<file path="src/rtl/fetch_unit.sv">
// Instruction fetch: request a word, hold it until downstream consumes it,
// then advance the PC or redirect; misaligned redirects lock into FAULT.
module fetch_unit #(
    parameter logic [31:0] RESET_PC = 32'h0000_0000
) (
    input  logic        clk,
    input  logic        reset,
    output logic        imem_req,
    output logic [31:0] imem_addr,
    input  logic        imem_ready,
    input  logic [31:0] imem_rdata,
    input  logic        stall,
    input  logic        PCSrc,
    input  logic [31:0] BranchTarget,
    output logic [31:0] Instr,
    output logic        InstrValid,
    output logic [31:0] PC,
    output logic [31:0] PCPlus8,
    output logic        fault
);

    typedef enum logic [1:0] {
        FETCH = 2'b00,
        HOLD  = 2'b01,
        FAULT = 2'b10
    } state_t;

    state_t      state_q, state_d;
    logic [31:0] pc_q, pc_d;
    logic [31:0] instr_q, instr_d;
    logic        fault_q, fault_d;

    always_ff @(posedge clk) begin
        if (reset) begin
            state_q <= FETCH;
            pc_q    <= RESET_PC;
            instr_q <= 32'h0;
            fault_q <= 1'b0;
        end else begin
            state_q <= state_d;
            pc_q    <= pc_d;
            instr_q <= instr_d;
            fault_q <= fault_d;
        end
    end

    always_comb begin
        state_d = state_q;
        pc_d    = pc_q;
        instr_d = instr_q;
        fault_d = fault_q;
        unique case (state_q)
            FETCH: begin
                if (imem_ready) begin
                    instr_d = imem_rdata;
                    state_d = HOLD;
                end
            end
            HOLD: begin
                if (!stall) begin
                    if (!PCSrc) begin
                        pc_d    = pc_q + 32'd4;
                        state_d = FETCH;
                    end else if (BranchTarget[1:0] == 2'b00) begin
                        pc_d    = BranchTarget;
                        state_d = FETCH;
                    end else begin
                        fault_d = 1'b1;
                        state_d = FAULT;
                    end
                end
            end
            FAULT: begin
                state_d = FAULT;
            end
            default: begin
                state_d = FAULT;
            end
        endcase
    end

    // Request is suppressed in any cycle where reset is asserted
    assign imem_req   = (state_q == FETCH) && !reset;
    assign imem_addr  = pc_q;
    assign InstrValid = (state_q == HOLD);
    assign Instr      = instr_q;
    assign PC         = pc_q;
    assign PCPlus8    = pc_q + 32'd8;
    assign fault      = fault_q;

endmodule

</file>
<file path="config.mk">
export PLATFORM = sky130hd
export DESIGN_NAME = fetch_unit
export DESIGN_NICKNAME = d
export VERILOG_FILES = /design/src/rtl/fetch_unit.sv
export SDC_FILE = /design/constraint.sdc
export NUM_CORES = 1
export LEC_CHECK = 0
export ABC_AREA = 1
export BUFFER_PORTS_ARGS = -buffer_cell sky130_fd_sc_hd__buf_2
export CAP_MARGIN = 5
export CORE_ASPECT_RATIO = 1.75
export CORE_MARGIN = 1
export CORE_UTILIZATION = 40
export CTS_CLUSTER_DIAMETER = 100
export DETAILED_ROUTE_END_ITERATION = 12
export GPL_ROUTABILITY_DRIVEN = 0
export PLACE_DENSITY_LB_ADDON = 0.2
export SLEW_MARGIN = 20
export SYNTH_ARGS = -nofsm -noshare
export SYNTH_HDL_FRONTEND = slang
export SYNTH_SLANG_ARGS = --single-unit
</file>
<file path="constraint.sdc">
create_clock -name clk -period 1.5 [get_ports clk]
set_input_delay 0.15 -clock clk [delete_from_list [all_inputs] [get_ports clk]]
set_output_delay 0.15 -clock clk [all_outputs]
set_load 0.05 [all_outputs]
</file>
# Word-level counts from Yosys, hierarchy flattened
# Cells that the tools add are included.
# totals
register_bits,67
input_bits,69
out_inout_bits,131
word_cells,27
# op_classes
add_sub_neg,2
n_eq_ne,4
muxes,7
n_bitwise,2
reduce_logical,8
# ops
op,n
$mux 32,2
$add 32x3->32 const B,1
$add 32x4->32 const B,1
$mux 2,4
$logic_not 2->1,2
$ne 2x2->1 const B,2
$pmux 2 s2,1
$reduce_and 2->1,2
$reduce_and 4->1,1
$reduce_and 3->1,1
$eq 2x1->1 const B,1
$ne 2x1->1 const B,1
$not 1->1,2
$logic_and 1x1->1,1
$logic_not 1->1,1

# Depth between registers and ports, before layout
# depth
ltp_word,5
ltp_mapped,10
ltp_nobuf,10

# Worst setup path after synthesis
# Ideal clock, no wire load.
# synth_timing
kind,register -> output
from,reg pc_q[4] (netlist: PC[4])
to,out PCPlus8[21]
t_arrival_ns,2.452
required_ns,1.350
path_slack_ns,-1.102
stages_incl_launch_ff,8
n_path_buf,0
cell_sequence,dfxtp_1 -> ha_1 -> inv_1 -> nor2_4 -> nand2_2 -> nor2_1 -> nand2_1 -> xnor2_1
# synth_between
elab_chain_len,1
# synth_lines
item,line,rtl
"start, declared",29,"logic [31:0] pc_q, pc_d;"
"start signal, assigned",41,pc_q <= pc_d;
$add 32x4->32,88,assign PCPlus8 = pc_q + 32'd8;
"end, declared",18,"output logic [31:0] PCPlus8,"
# Every way passes these cells.

# Worst setup path in the final report
# layout_timing
from,reg pc_q[20] (netlist: PC[20])
to,out PCPlus8[25]
# The elaborated chain is that of the path after synthesis.

==> flow_summary.yaml <==
outcome:
  status: "finished with violations"
  violations: "setup timing"
final_layout:
  antenna_cells: 0
  mostFrequentLayoutCells: "buf_2 (170), nor2_1 (107), buf_4 (100)"
  drive_gt1_share_pct: 58.4
  fillers: 702
  syn2layout_area_growth_pct: 87.6
  instances_no_fill: 1041
  layout_commonest_cell: "buf_2"
  nets: 982
  fin_area_um2: 7520
sta:
  finalSetupViolCount: 51
  finalCriticalPeriod_ps: 2070
  finalCritPeriodShare_pct: 138
  fin_ws_ps: -571
  fmaxAchievable_mhz: 483
  final_hold_viol_count: 0
  fin_setup_tns_ps: -12520
  rsz0062_at_grt: "yes"
  slew_headroom_pct: 77.4
  drv_slew: 0
  finClkSkew_ps: 7.25
  worstMarginPinSlew_ps: 331
floorplanning:
  die_area_um2: 10400
  rows: 48
  start_util_pct: 41.0
  die_w_um: 77.7
  io_pins: 200
  core_area_um2: 9790
  die_h_um: 134
global_route:
  gr-total-overflow: 0
  grt_pass1_vias: 5338
  grt_max_degree: 34
  antenna_found_initial: 0
  grt_usage_pct: 31.1
  grt_pass1_wl_um: 25000
worst_setup_path:
  end_kind: "output port"
  rr_worst_depth: 12
  worst_setup_path_start_kind: "flip-flop"
  required_ps: 1350
  path_class: "reg2out"
  crit_arrival_ps: 1920
  worst-path-max-fanout: 3
clocking:
  cts_buffer_depth: 2
  cts.sinks: 67
  cts_made_buffers: 9
  h-tree-depth: 3
  cts.clk_slew.worst_paths_ps: 60
  cts_tree: "built"
  root_buffer: "clkbuf_16"
  insertion_delay_ps: 340
yosys:
  synthCells: 629
  synth.avg_cell_area_um2: 6.38
  synth_area_leaders: "dfxtp_1 (33%), nor2_1 (14%), nand2_1 (13%)"
  synth_area_um2: 4010
  syn-num-nets: 700
  yosys_warnings: 0
  seq_area_frac_synth_pct: 33.4
  yosys.area.top_type_share_pct: 33.4
  ys_seq_elements: 67
  synth.distinct_cells: 32
  synth_top_area_cell: "dfxtp_1"
place:
  dp_cells: 998
  place_area_um2: 6190
  dp_hpwl_um: 11900
  port_buffers: 199
  post-place-ws_ps: -211
pwr:
  vdd_ir_drop_max_v: 0.000809
  static-leakage-power_nw: 3.71
  power.density_nw_per_um2: 693
detailed_routing:
  vias_per_cell: 5.33
  wl_um: 19300
  dr_total_vias: 5549
  drtIter0Drc: 356
  wl_per_cell_um: 18.5
  drc_errors: 0
  ant_nets: 0
  first_pass_iters: 5
hold_path:
  hp-class: "in2reg"
  hold_depth: 3
run:
  cap_violations: 0
[state kept, by name, indices dropped and copies added (netlist names)]
name     count
Instr       32
PC          32
state_q      2
fault        1
[repair_timing]
item | CTS | global route
resized for setup | 151 | 94
pin swaps | 22 | 40
setup endpoints to repair | 45 | 55
buffers inserted | 17 | 16
hold buffers | 0 | 0
gates cloned | 0 | 1
[kinds of logic (layout without fill, tap and decap cells)]
logic type / count (synthesis) / in the layout / synth area share, %
simple gates: 343 / 343 / 34.8
buf+inv: 103 / 390 / 13.0
compound gates: 86 / 86 / 12.0
flops: 67 / 67 / 33.4
xor+xnor: 28 / 28 / 6.11
fa+ha+maj: 2 / 2 / 0.624
[area by class of cell]
| cell class | count | area, um2 | area share (%) |
|---|---|---|---|
| Sequential cell | 67 | 1440 | 19.1 |
| Multi-Input combinational cell | 459 | 3180 | 42.3 |
| Timing Repair Buffer | 327 | 2280 | 30.3 |
| Clock buffer | 10 | 239 | 3.18 |
| Tap cell | 125 | 156 | 2.08 |
| Inverter | 46 | 184 | 2.44 |
| Clock inverter | 6 | 43.8 | 0.582 |
| Timing Repair inverter | 1 | 7.51 | 0.0998 |
[stage by stage]
step           util [%]  hold slack (ps)  power [W]
2_1_floorplan         -              242    0.00279
3_3_place_gp       63.2              394    0.00312
3_5_place_dp       63.2              392    0.00314
4_1_cts            72.5             48.8    0.00517
5_1_grt            76.9             70.2    0.00538
6_report           76.9             56.7    0.00521
[Yosys cell counts]
| cell type | number |
|---|---|
| a2111oi_0 | 1 |
| a211oi_1 | 1 |
| a21o_1 | 1 |
| a21oi_1 | 25 |
| a22oi_1 | 6 |
| a31oi_1 | 5 |
| and2_1 | 1 |
| buf_1 | 4 |
| buf_2 | 3 |
| buf_4 | 35 |
| clkbuf_1 | 15 |
| clkinv_1 | 2 |
| dfxtp_1 | 67 |
| ha_1 | 2 |
| inv_1 | 44 |
| nand2_1 | 134 |
| nand2_2 | 3 |
| nand3_1 | 39 |
| nand4_1 | 3 |
| nor2_1 | 145 |
| nor2_2 | 5 |
| nor2_4 | 2 |
| nor3_1 | 9 |
| o211ai_1 | 4 |
| o21a_1 | 1 |
| o21ai_0 | 39 |
| o21ai_1 | 1 |
| o221a_2 | 1 |
| o22ai_1 | 1 |
| or2_2 | 2 |
| xnor2_1 | 1 |
| xor2_1 | 27 |
[final timing paths]
check / from / end / slack [ps]
hold reg to reg: Instr[13] / Instr[13] / 470
setup / recovery: PC[20] / PCPlus8[25] / -570
hold / removal: BranchTarget[2] / PC[2] / 60
setup reg to reg: PC[3] / PC[11] / -200
[critical path, stage by stage (launching register included)]
cell     delay (ps)
dfxtp_4         400
nand2_2         150
nor2_1          190
nand2_1         160
nor3_4          340
xor2_4          170
buf_6           170
[routing by layer]
layer | GRT usage, % | up-vias | wire (um)
met1 | 27.1 | 2605 | 6020
li1 | - | 2520 | -
met3 | 6.62 | 115 | 1400
met5 | 0 | - | 0
met4 | 23.2 | 0 | 1510
met2 | 60.2 | 309 | 10400
[report_power, final]
group	leakage, nW	switching [W]	total [W]	internal, W
Sequential	0.570	0.0000710	0.00192	0.00185
Clock	0.144	0.000846	0.00202	0.00118
Combinational	3.00	0.000896	0.00127	0.000370
Total	3.71	0.00181	0.00521	0.00340
(Power assumes the default switching activity.)
